### src/rtl/bytes_screen_rx.sv
// bytes_screen_rx
//   Receive-side decoder for the bytes-screen UART byte stream.
//   A frame is "WAVWID" + 3-byte width, "OSCIDX" + 4 x 3-byte oscillator
//   indices, "WAVDAT" + 2 bytes per sample. The decoded width and indices are
//   committed to the outputs, and each sample is written out as a one-cycle
//   memory write strobe with its index as the address.
//
// Ports
//   clk_in           system clock
//   rst_n_in         asynchronous active-low reset
//   rx_valid_in      one-cycle strobe, rx_byte_in holds a new byte
//   rx_byte_in       received byte
//   wave_width_out   last accepted wave width
//   osc_indices_out  last accepted oscillator indices [0..3]
//   sample_we_out    one-cycle sample write strobe
//   sample_addr_out  sample index 0..width-1
//   sample_data_out  sample value
//   frame_done_out   one-cycle pulse, full frame received
//   err_sync_out     one-cycle pulse, header mismatch or width too large
//   err_timeout_out  one-cycle pulse, inter-byte gap too long inside a frame
//   busy_out         high whenever the decoder is not hunting for a header
module bytes_screen_rx #(
  parameter int unsigned TIMEOUT_CYCLES = 208_340,
  parameter int unsigned MAX_WIDTH      = 262_143
) (
  input  logic             clk_in,
  input  logic             rst_n_in,
  input  logic             rx_valid_in,
  input  logic [7:0]       rx_byte_in,
  output logic [17:0]      wave_width_out,
  output logic [3:0][17:0] osc_indices_out,
  output logic             sample_we_out,
  output logic [17:0]      sample_addr_out,
  output logic [15:0]      sample_data_out,
  output logic             frame_done_out,
  output logic             err_sync_out,
  output logic             err_timeout_out,
  output logic             busy_out
);

  localparam logic [2:0] ST_HUNT     = 3'd0;
  localparam logic [2:0] ST_WID_DATA = 3'd1;
  localparam logic [2:0] ST_OSC_HDR  = 3'd2;
  localparam logic [2:0] ST_OSC_DATA = 3'd3;
  localparam logic [2:0] ST_DAT_HDR  = 3'd4;
  localparam logic [2:0] ST_DAT_DATA = 3'd5;

  localparam logic [47:0] HDR_WAVWID = 48'h57_41_56_57_49_44;
  localparam logic [47:0] HDR_OSCIDX = 48'h4F_53_43_49_44_58;
  localparam logic [47:0] HDR_WAVDAT = 48'h57_41_56_44_41_54;

  // Timer is sized so TIMEOUT_CYCLES itself is representable.
  localparam int TW = $clog2(TIMEOUT_CYCLES + 1);
  localparam logic [TW-1:0] TO_LAST = TW'(TIMEOUT_CYCLES - 1);

  function automatic logic [7:0] hdr_at(input logic [47:0] h, input logic [3:0] i);
    case (i)
      4'd0:    hdr_at = h[47:40];
      4'd1:    hdr_at = h[39:32];
      4'd2:    hdr_at = h[31:24];
      4'd3:    hdr_at = h[23:16];
      4'd4:    hdr_at = h[15:8];
      default: hdr_at = h[7:0];
    endcase
  endfunction

  logic [2:0]       state_reg;
  logic [3:0]       idx_reg;        // header match index / data byte index
  logic [9:0]       width_sh_reg;   // only the bits that survive into 18 bits
  logic [17:0]      count_reg;
  logic [7:0]       hi_reg;
  logic             have_hi_reg;
  logic             osc_commit_reg;
  logic [TW-1:0]    timer_reg;

  logic [47:0]      hdr;
  logic [7:0]       exp_byte;
  logic             hit;
  logic             last_hdr;
  logic [17:0]      width_full;
  logic [1:0]       osc_sel;
  logic [3:0][17:0] osc_cat;

  always_comb begin
    hdr = HDR_WAVWID;
    case (state_reg)
      ST_OSC_HDR: hdr = HDR_OSCIDX;
      ST_DAT_HDR: hdr = HDR_WAVDAT;
      default:    hdr = HDR_WAVWID;
    endcase
    exp_byte = hdr_at(hdr, idx_reg);
  end

  assign hit        = (rx_byte_in == exp_byte);
  assign last_hdr   = (idx_reg == 4'd5);
  // Upper 6 bits of the first width byte fall off the top of this 18-bit value.
  assign width_full = {width_sh_reg, rx_byte_in};
  assign busy_out   = (state_reg != ST_HUNT);

  always_comb begin
    osc_sel = 2'd3;
    case (idx_reg)
      4'd0, 4'd1, 4'd2: osc_sel = 2'd0;
      4'd3, 4'd4, 4'd5: osc_sel = 2'd1;
      4'd6, 4'd7, 4'd8: osc_sel = 2'd2;
      default:          osc_sel = 2'd3;
    endcase
  end

  // One shadow shift register per oscillator lane; only the lane selected by
  // the byte index shifts, so each ends up holding its own 3 bytes.
  for (genvar gi = 0; gi < 4; gi++) begin : g_osc
    logic [17:0] sh_reg;
    always_ff @(posedge clk_in or negedge rst_n_in) begin
      if (!rst_n_in) begin
        sh_reg <= '0;
      end else if (rx_valid_in && state_reg == ST_OSC_DATA && osc_sel == 2'(gi)) begin
        sh_reg <= {sh_reg[9:0], rx_byte_in};
      end
    end
    assign osc_cat[gi] = sh_reg;
  end

  always_ff @(posedge clk_in or negedge rst_n_in) begin
    if (!rst_n_in) begin
      state_reg       <= ST_HUNT;
      idx_reg         <= '0;
      width_sh_reg    <= '0;
      count_reg       <= '0;
      hi_reg          <= '0;
      have_hi_reg     <= 1'b0;
      osc_commit_reg  <= 1'b0;
      timer_reg       <= '0;
      wave_width_out  <= '0;
      osc_indices_out <= '0;
      sample_we_out   <= 1'b0;
      sample_addr_out <= '0;
      sample_data_out <= '0;
      frame_done_out  <= 1'b0;
      err_sync_out    <= 1'b0;
      err_timeout_out <= 1'b0;
    end else begin
      sample_we_out   <= 1'b0;
      frame_done_out  <= 1'b0;
      err_sync_out    <= 1'b0;
      err_timeout_out <= 1'b0;
      osc_commit_reg  <= 1'b0;
      // The last lane shifts on the 12th byte edge, so all four indices are
      // published together one cycle later.
      if (osc_commit_reg) begin
        osc_indices_out <= osc_cat;
      end

      if (rx_valid_in) begin
        timer_reg <= '0;
        case (state_reg)
          ST_HUNT: begin
            if (hit) begin
              if (last_hdr) begin
                state_reg <= ST_WID_DATA;
                idx_reg   <= '0;
              end else begin
                idx_reg <= idx_reg + 4'd1;
              end
            end else begin
              // A stray 'W' may itself be the start of the header.
              idx_reg <= (rx_byte_in == 8'h57) ? 4'd1 : 4'd0;
            end
          end
          ST_WID_DATA: begin
            width_sh_reg <= width_full[9:0];
            if (idx_reg == 4'd2) begin
              idx_reg <= '0;
              if ({14'd0, width_full} > MAX_WIDTH) begin
                err_sync_out <= 1'b1;
                state_reg    <= ST_HUNT;
              end else begin
                wave_width_out <= width_full;
                state_reg      <= ST_OSC_HDR;
              end
            end else begin
              idx_reg <= idx_reg + 4'd1;
            end
          end
          ST_OSC_HDR, ST_DAT_HDR: begin
            if (!hit) begin
              // The offending byte is dropped, not re-examined as a 'W'.
              err_sync_out <= 1'b1;
              state_reg    <= ST_HUNT;
              idx_reg      <= '0;
            end else if (last_hdr) begin
              idx_reg <= '0;
              if (state_reg == ST_OSC_HDR) begin
                state_reg <= ST_OSC_DATA;
              end else if (wave_width_out == '0) begin
                frame_done_out <= 1'b1;
                state_reg      <= ST_HUNT;
              end else begin
                state_reg   <= ST_DAT_DATA;
                count_reg   <= '0;
                have_hi_reg <= 1'b0;
              end
            end else begin
              idx_reg <= idx_reg + 4'd1;
            end
          end
          ST_OSC_DATA: begin
            if (idx_reg == 4'd11) begin
              osc_commit_reg <= 1'b1;
              state_reg      <= ST_DAT_HDR;
              idx_reg        <= '0;
            end else begin
              idx_reg <= idx_reg + 4'd1;
            end
          end
          ST_DAT_DATA: begin
            if (!have_hi_reg) begin
              hi_reg      <= rx_byte_in;
              have_hi_reg <= 1'b1;
            end else begin
              have_hi_reg     <= 1'b0;
              sample_we_out   <= 1'b1;
              sample_addr_out <= count_reg;
              sample_data_out <= {hi_reg, rx_byte_in};
              count_reg       <= count_reg + 18'd1;
              if (count_reg == wave_width_out - 18'd1) begin
                frame_done_out <= 1'b1;
                state_reg      <= ST_HUNT;
              end
            end
          end
          default: begin
            state_reg <= ST_HUNT;
            idx_reg   <= '0;
          end
        endcase
      end else if (state_reg != ST_HUNT) begin
        // Fires on the edge where the idle count would reach TIMEOUT_CYCLES.
        if (timer_reg == TO_LAST) begin
          err_timeout_out <= 1'b1;
          state_reg       <= ST_HUNT;
          idx_reg         <= '0;
          timer_reg       <= '0;
        end else begin
          timer_reg <= timer_reg + TW'(1);
        end
      end else begin
        timer_reg <= '0;
      end
    end
  end

endmodule
### config.mk
export PLATFORM = sky130hd
export DESIGN_NAME = bytes_screen_rx
export DESIGN_NICKNAME = d
export VERILOG_FILES = /design/src/rtl/bytes_screen_rx.sv
export SDC_FILE = /design/constraint.sdc
export NUM_CORES = 1
export LEC_CHECK = 0
export CORE_MARGIN = 4
export CORE_UTILIZATION = 55
export CTS_BUF_LIST = sky130_fd_sc_hd__clkbuf_4
export CTS_CLUSTER_SIZE = 24
export DETAILED_ROUTE_END_ITERATION = 8
export DONT_BUFFER_PORTS = 1
export GPL_TIMING_DRIVEN = 0
export PLACE_DENSITY = 0.7
export SYNTH_ARGS = -nofsm -noshare
export SYNTH_HDL_FRONTEND = slang
export SYNTH_SLANG_ARGS = --single-unit
### constraint.sdc
create_clock -name clk_in -period 5.08 [get_ports clk_in]
set_input_delay 0.508 -clock clk_in [delete_from_list [all_inputs] [get_ports clk_in]]
set_output_delay 0.508 -clock clk_in [all_outputs]
set_load 0.1 [all_outputs]
==> out/metrics.cfg, run 1 <==
[synthesis]
synth_common_cells=263 x dfrtp_1, 177 x mux2_2, 148 x nand2_1, 51 x nor2_1, 44 x clkbuf_1
netlist_instances=1020
synth_edf_count=0
muxShareOfSynthArea=0.172
synth_most_common_cell=dfrtp_1
synth_ff_type=dfrtp_1
synth_largest_area_cell=dfrtp_1
async_flop_share=1.00
synth-warning-count=0
synth.avg_cell_area_um2=11.5
synth_top_family_by_area=multiplexers
seq_area_frac_synth=0.559
synth_seq_cells=263
synthSimpleGateAreaFrac=0.143
syn-cell-area_um2=11800
netlist.area_leader.share=0.559
synth_compound_area_frac=0.0629
syn-num-nets=1038
synth-xor-area-share=0.0260
synth_fa_ha_area_frac=0.00829
synth_area_leaders=dfrtp_1 56%, mux2_2 17%, nand2_1 4.7%
synthDistinctLibCells=77

[clock_tree]
numClockSinks=263
ctsLongestPathBuffers=3
clock_latency_ns=0.69
cts-root-buf=clkbuf_4
cts_hold_buf=4
cts_resized=0
cts_max_level=3
cts_made_buffers=70
cts_setup_buffers=0
cts.clk_slew.worst_paths_ns=0.07
cts_tree=built

[sta]
timing.hold.ws_ns=-0.468
slew_violations=0
fmax_ghz=0.260
min_period_ns=3.85
timing.slew.headroom=0.0911
finalSetupTns_ns=0
setup_viol_count_final=0
tightest_slew_ns=1.35
rsz0062_at_grt=no
final.period_utilization=0.758
clock-skew-final_ns=0.0457
finalHoldViolCount=263

[critical_path]
crit_type=flop to flop
arrival_ns=4.38
rr_worst_depth=11
timing.critical_path.buf_inv=2
start_kind=flop
worstReg2RegEnd=state_reg[0]
cp_slowest_cell=dfrtp_1
cp_num_cells=11
reg2reg_slack_ns=1.23
path_cells=clkbuf_1 -> inv_1 -> ha_1 -> or4b_1 -> nor4_2 -> mux2i_1 -> a31oi_1 -> o221ai_1 -> or4_4 -> a211oi_2 -> o32ai_1
r2r_start=wave_width_out[0]
cp.required_ns=5.61
cp_top_family=simple AND/OR/NAND/NOR gates
crit_fanout=7
slowest_delay_ns=0.75
end_kind=flop

[die]
die_y_um=154
ios=140
fp.dieW_um=154
core-area_um2=21000
start_util=0.560
rows=53
die-area_um2=23800

[routing]
vias_per_cell=5.71
routedWlPerCell_um=19.4
drtIter0Drc=508
first_pass_iters=5
ant_nets=0
vias=8114
routed_wl_mm=27.5
drc=0

[power]
vdd.ir_drop.worst_uv=382
p_total_mw=4.88
leakage_nw=6.28
power.density_nw_per_um2=375

[place]
hpwl_mm=18.1
port_buffers=0
place_inst=1295
gp_congestion=0.872

[finish]
multi_input_area_um2=4850
regArea_um2=6580
final_cells=1420
nFillCells=1722
areaGrowthSynthToFinish_pct=10.6
drive_above_1_share=0.273
nets=1114

[global_route]
antenna_found_initial=1
grt_pass1_wl_mm=44.7
grt_pass1_vias=8195
grt_use_total=0.235
grt_remaining_overflow=0
grt_max_degree=264

[run_status]
failed_checks=hold timing
status=complete, but fails checks

[job]
max-cap-violations=0

[hold_path]
hp-class=input pin to async pin

-- through the flow --
stage | utilization | area (um^2) | setup WS (ns)
6_report | 0.619 | 13000 | 1.23
3_3_place_gp | 0.576 | 12100 | 1.30
4_1_cts | 0.619 | 13000 | 1.27
5_1_grt | 0.619 | 13000 | 0.981
2_1_floorplan | - | 11800 | 1.64
3_5_place_dp | 0.576 | 12100 | 1.32
-- kinds of logic after synthesis --
kind of cell	count (synthesis)
AOI/OAI and AO/OA	112
xor gates and xnor gates	35
adders and majority gates	8
buffers and inverters	78
DFF	263
muxes	180
and+or+nand+nor	344
-- cells in the final DEF (no fill, tap or decap), drive strengths merged, types with 3 or more instances in the layout --
cell type	instances
mux2i	3
a21oi	14
a21o	3
ha	7
or2	3
nand4	13
mux2	177
dlygate4sd3	4
inv	19
or4	4
or3	10
a31oi	17
o22ai	3
dfrtp	263
a211oi	4
clkinv	23
nand2	148
nor2b	8
nor4	5
o21ai	39
o31ai	3
nand3b	7
xor2	19
nor3	32
nand3	28
buf	10
o211ai	8
and3	13
clkbuf	142
xnor2	16
nor2	51
or3b	6
-- per-layer routing --
metal,track usage,routed length [um],share of wire
met3,0.0825,2310,0.084
met1,0.305,11300,0.41
met5,0,0,0
met4,0.0892,719,0.026
met2,0.365,13200,0.48
-- final cells by class --
type                            instances  share of cell area
Clock inverter                         24              0.0108
Timing Repair Buffer                    4             0.00308
Clock buffer                           95              0.0548
Inverter                               21             0.00606
Buffer                                 57              0.0199
Multi-Input combinational cell        679               0.373
Sequential cell                       263               0.506
Tap cell                              275              0.0264
Antenna cell                            2            0.000385
-- worst max-delay path by stage --
stage,startpoint,end,slack [ns]
after global routing,wave_width_out[0],state_reg[2],0.98
after CTS,wave_width_out[0],state_reg[0],1.27
final,wave_width_out[0],state_reg[0],1.23
after floorplan,wave_width_out[5],state_reg[0],1.64
after global placement,wave_width_out[0],state_reg[0],1.30
after detailed placement,wave_width_out[0],state_reg[0],1.32
-- power breakdown --
part,switching [mW],internal [mW]
clock network,0.860,0.923
logic,0.165,0.105
registers,0.636,2.19
total,1.66,3.22
(Power assumes the default switching activity.)
==> run 2, diff against run 1 <==
clock period = 3.9 ns   (was 5.08 ns; I/O delays follow)
==> run 2 against run 1 <==
Compared with the run above: the flow still finishes with violations (hold timing); sequential share of layout area is essentially flat; first-iteration DRC count up 11%; fmax grew 4.1%; final area barely moved; sequential power up 30%; die area unchanged; via count is 0.36% higher; largest cell class unchanged; largest power group unchanged.
==> out/metrics.cfg, run 2 (synthesis gave the netlist of run 1 again) <==
[run_status]
status=complete, but fails checks
failed_checks=hold timing

[critical_path]
r2r_start=wave_width_out[5]
cp.required_ns=4.43
reg2reg_slack_ns=0.20
end_kind=flop
arrival_ns=4.23
crit_fanout=8
rr_worst_depth=9
start_kind=flop
worstReg2RegEnd=state_reg[0]
crit_type=flop to flop

[routing]
drc=0
vias_per_cell=5.74
drtIter0Drc=562
routed_wl_mm=27.5
vias=8143
routedWlPerCell_um=19.4
ant_nets=0
first_pass_iters=5

[sta]
min_period_ns=3.70
setup_viol_count_final=0
slew_violations=0
timing.slew.headroom=0.0991
clock-skew-final_ns=0.0457
finalSetupTns_ns=0
timing.hold.ws_ns=-0.587
fmax_ghz=0.270
rsz0062_at_grt=no
tightest_slew_ns=1.34
final.period_utilization=0.948
fin_ws_ns=0.202
finalHoldViolCount=263

[clock_tree]
cts_tree=built
cts_max_level=3
cts_made_buffers=70
ctsLongestPathBuffers=3
cts.clk_slew.worst_paths_ns=0.07
numClockSinks=263
cts-root-buf=clkbuf_4
cts_setup_buffers=0
clock_latency_ns=0.69
cts_hold_buf=5

[global_route]
grt_use_total=0.235
antenna_found_initial=1
grt_max_degree=264
grt_remaining_overflow=0
grt_pass1_wl_mm=44.7
grt_pass1_vias=8201

[power]
power.density_nw_per_um2=488
vdd.ir_drop.worst_uv=498
leakage_nw=6.28

[place]
hpwl_mm=18.1
gp_congestion=0.872
dp_worst_setup_slack_ns=0.145
post_dp_cell_area_um2=12100
port_buffers=0

[finish]
areaGrowthSynthToFinish_pct=10.6
drive_above_1_share=0.275
most-common-layout-cells=261 x dfrtp_1, 177 x mux2_2, 148 x nand2_1, 95 x clkbuf_4, 51 x nor2_1
design_area_um2=13000
final_common_cell=dfrtp_1
final_core_util=0.619
nFillCells=1721
nets=1113

[hold_path]
hp-class=input pin to async pin

[die]
core-area_um2=21000
rows=53
fp.dieW_um=154
ios=140
die_y_um=154
die-area_um2=23800
start_util=0.560

[job]
max-cap-violations=0

[run 2: changes by cell type in the layout (fill, tap and decap cells not counted)]
cell / before / now
a2111oi_0: 1 / 0
a2111oi_1: 0 / 1
clkbuf_1: 44 / 42
dfrtp_1: 263 / 261
dfrtp_2: 0 / 2
dlygate4sd3_1: 4 / 5
[run 2: worst max-delay path by stage]
stage	startpoint	to	slack (ns)	depth (start not counted)
2_1_floorplan	wave_width_out[5]	state_reg[0]	0.46	9
3_3_place_gp	wave_width_out[0]	state_reg[0]	0.12	11
3_5_place_dp	wave_width_out[0]	state_reg[0]	0.14	11
4_1_cts	wave_width_out[0]	state_reg[0]	0.09	11
5_1_grt	wave_width_out[0]	state_reg[2]	0.003	11
6_report	wave_width_out[5]	state_reg[0]	0.20	9
[run 2: stage by stage]
stage,total power [mW],instances
after detailed placement,4.07,1295
after global routing,6.66,1419
final,6.36,1419
after floorplan,3.95,1020
after global placement,4.06,1295
after CTS,6.43,1419
[run 2: area by class of cell]
cell class / instances / area (um^2) / share of cell area
Multi-Input combinational cell: 679 / 4850 / 0.373
Clock buffer: 95 / 713 / 0.0548
Timing Repair Buffer: 5 / 50.0 / 0.00384
Antenna cell: 2 / 5.00 / 0.000384
Sequential cell: 263 / 6580 / 0.506
Inverter: 21 / 78.8 / 0.00606
Tap cell: 275 / 344 / 0.0264
Clock inverter: 24 / 140 / 0.0108
Buffer: 55 / 251 / 0.0193
[run 2: power breakdown]
| group | leakage, nW | internal [mW] | switching (mW) |
|---|---|---|---|
| logic | 2.26 | 0.137 | 0.215 |
| clock network | 0.494 | 1.20 | 1.12 |
| registers | 3.53 | 2.86 | 0.829 |
[run 2: worst max-delay path, stage by stage, from the launching register on]
cell,delay [ns]
dfrtp_1,0.74
buf_6,0.31
or4_4,0.53
or4_4,0.46
or3b_1,0.40
a31oi_1,0.18
o22ai_1,0.12
or4_4,0.47
a211oi_2,0.24
o32ai_1,0.11
[run 2: layer usage]
layer	part of all wire	up-vias	track usage
met4	0.026	0	0.0883
met5	0	-	0
met1	0.41	4040	0.305
li1	-	3778	-
met3	0.085	50	0.0825
met2	0.48	275	0.366
[run 2: repair_timing]
item,CTS,global route
resized for setup,0,3
endpoints found under the hold margin,295,263
setup endpoints to repair,0,14
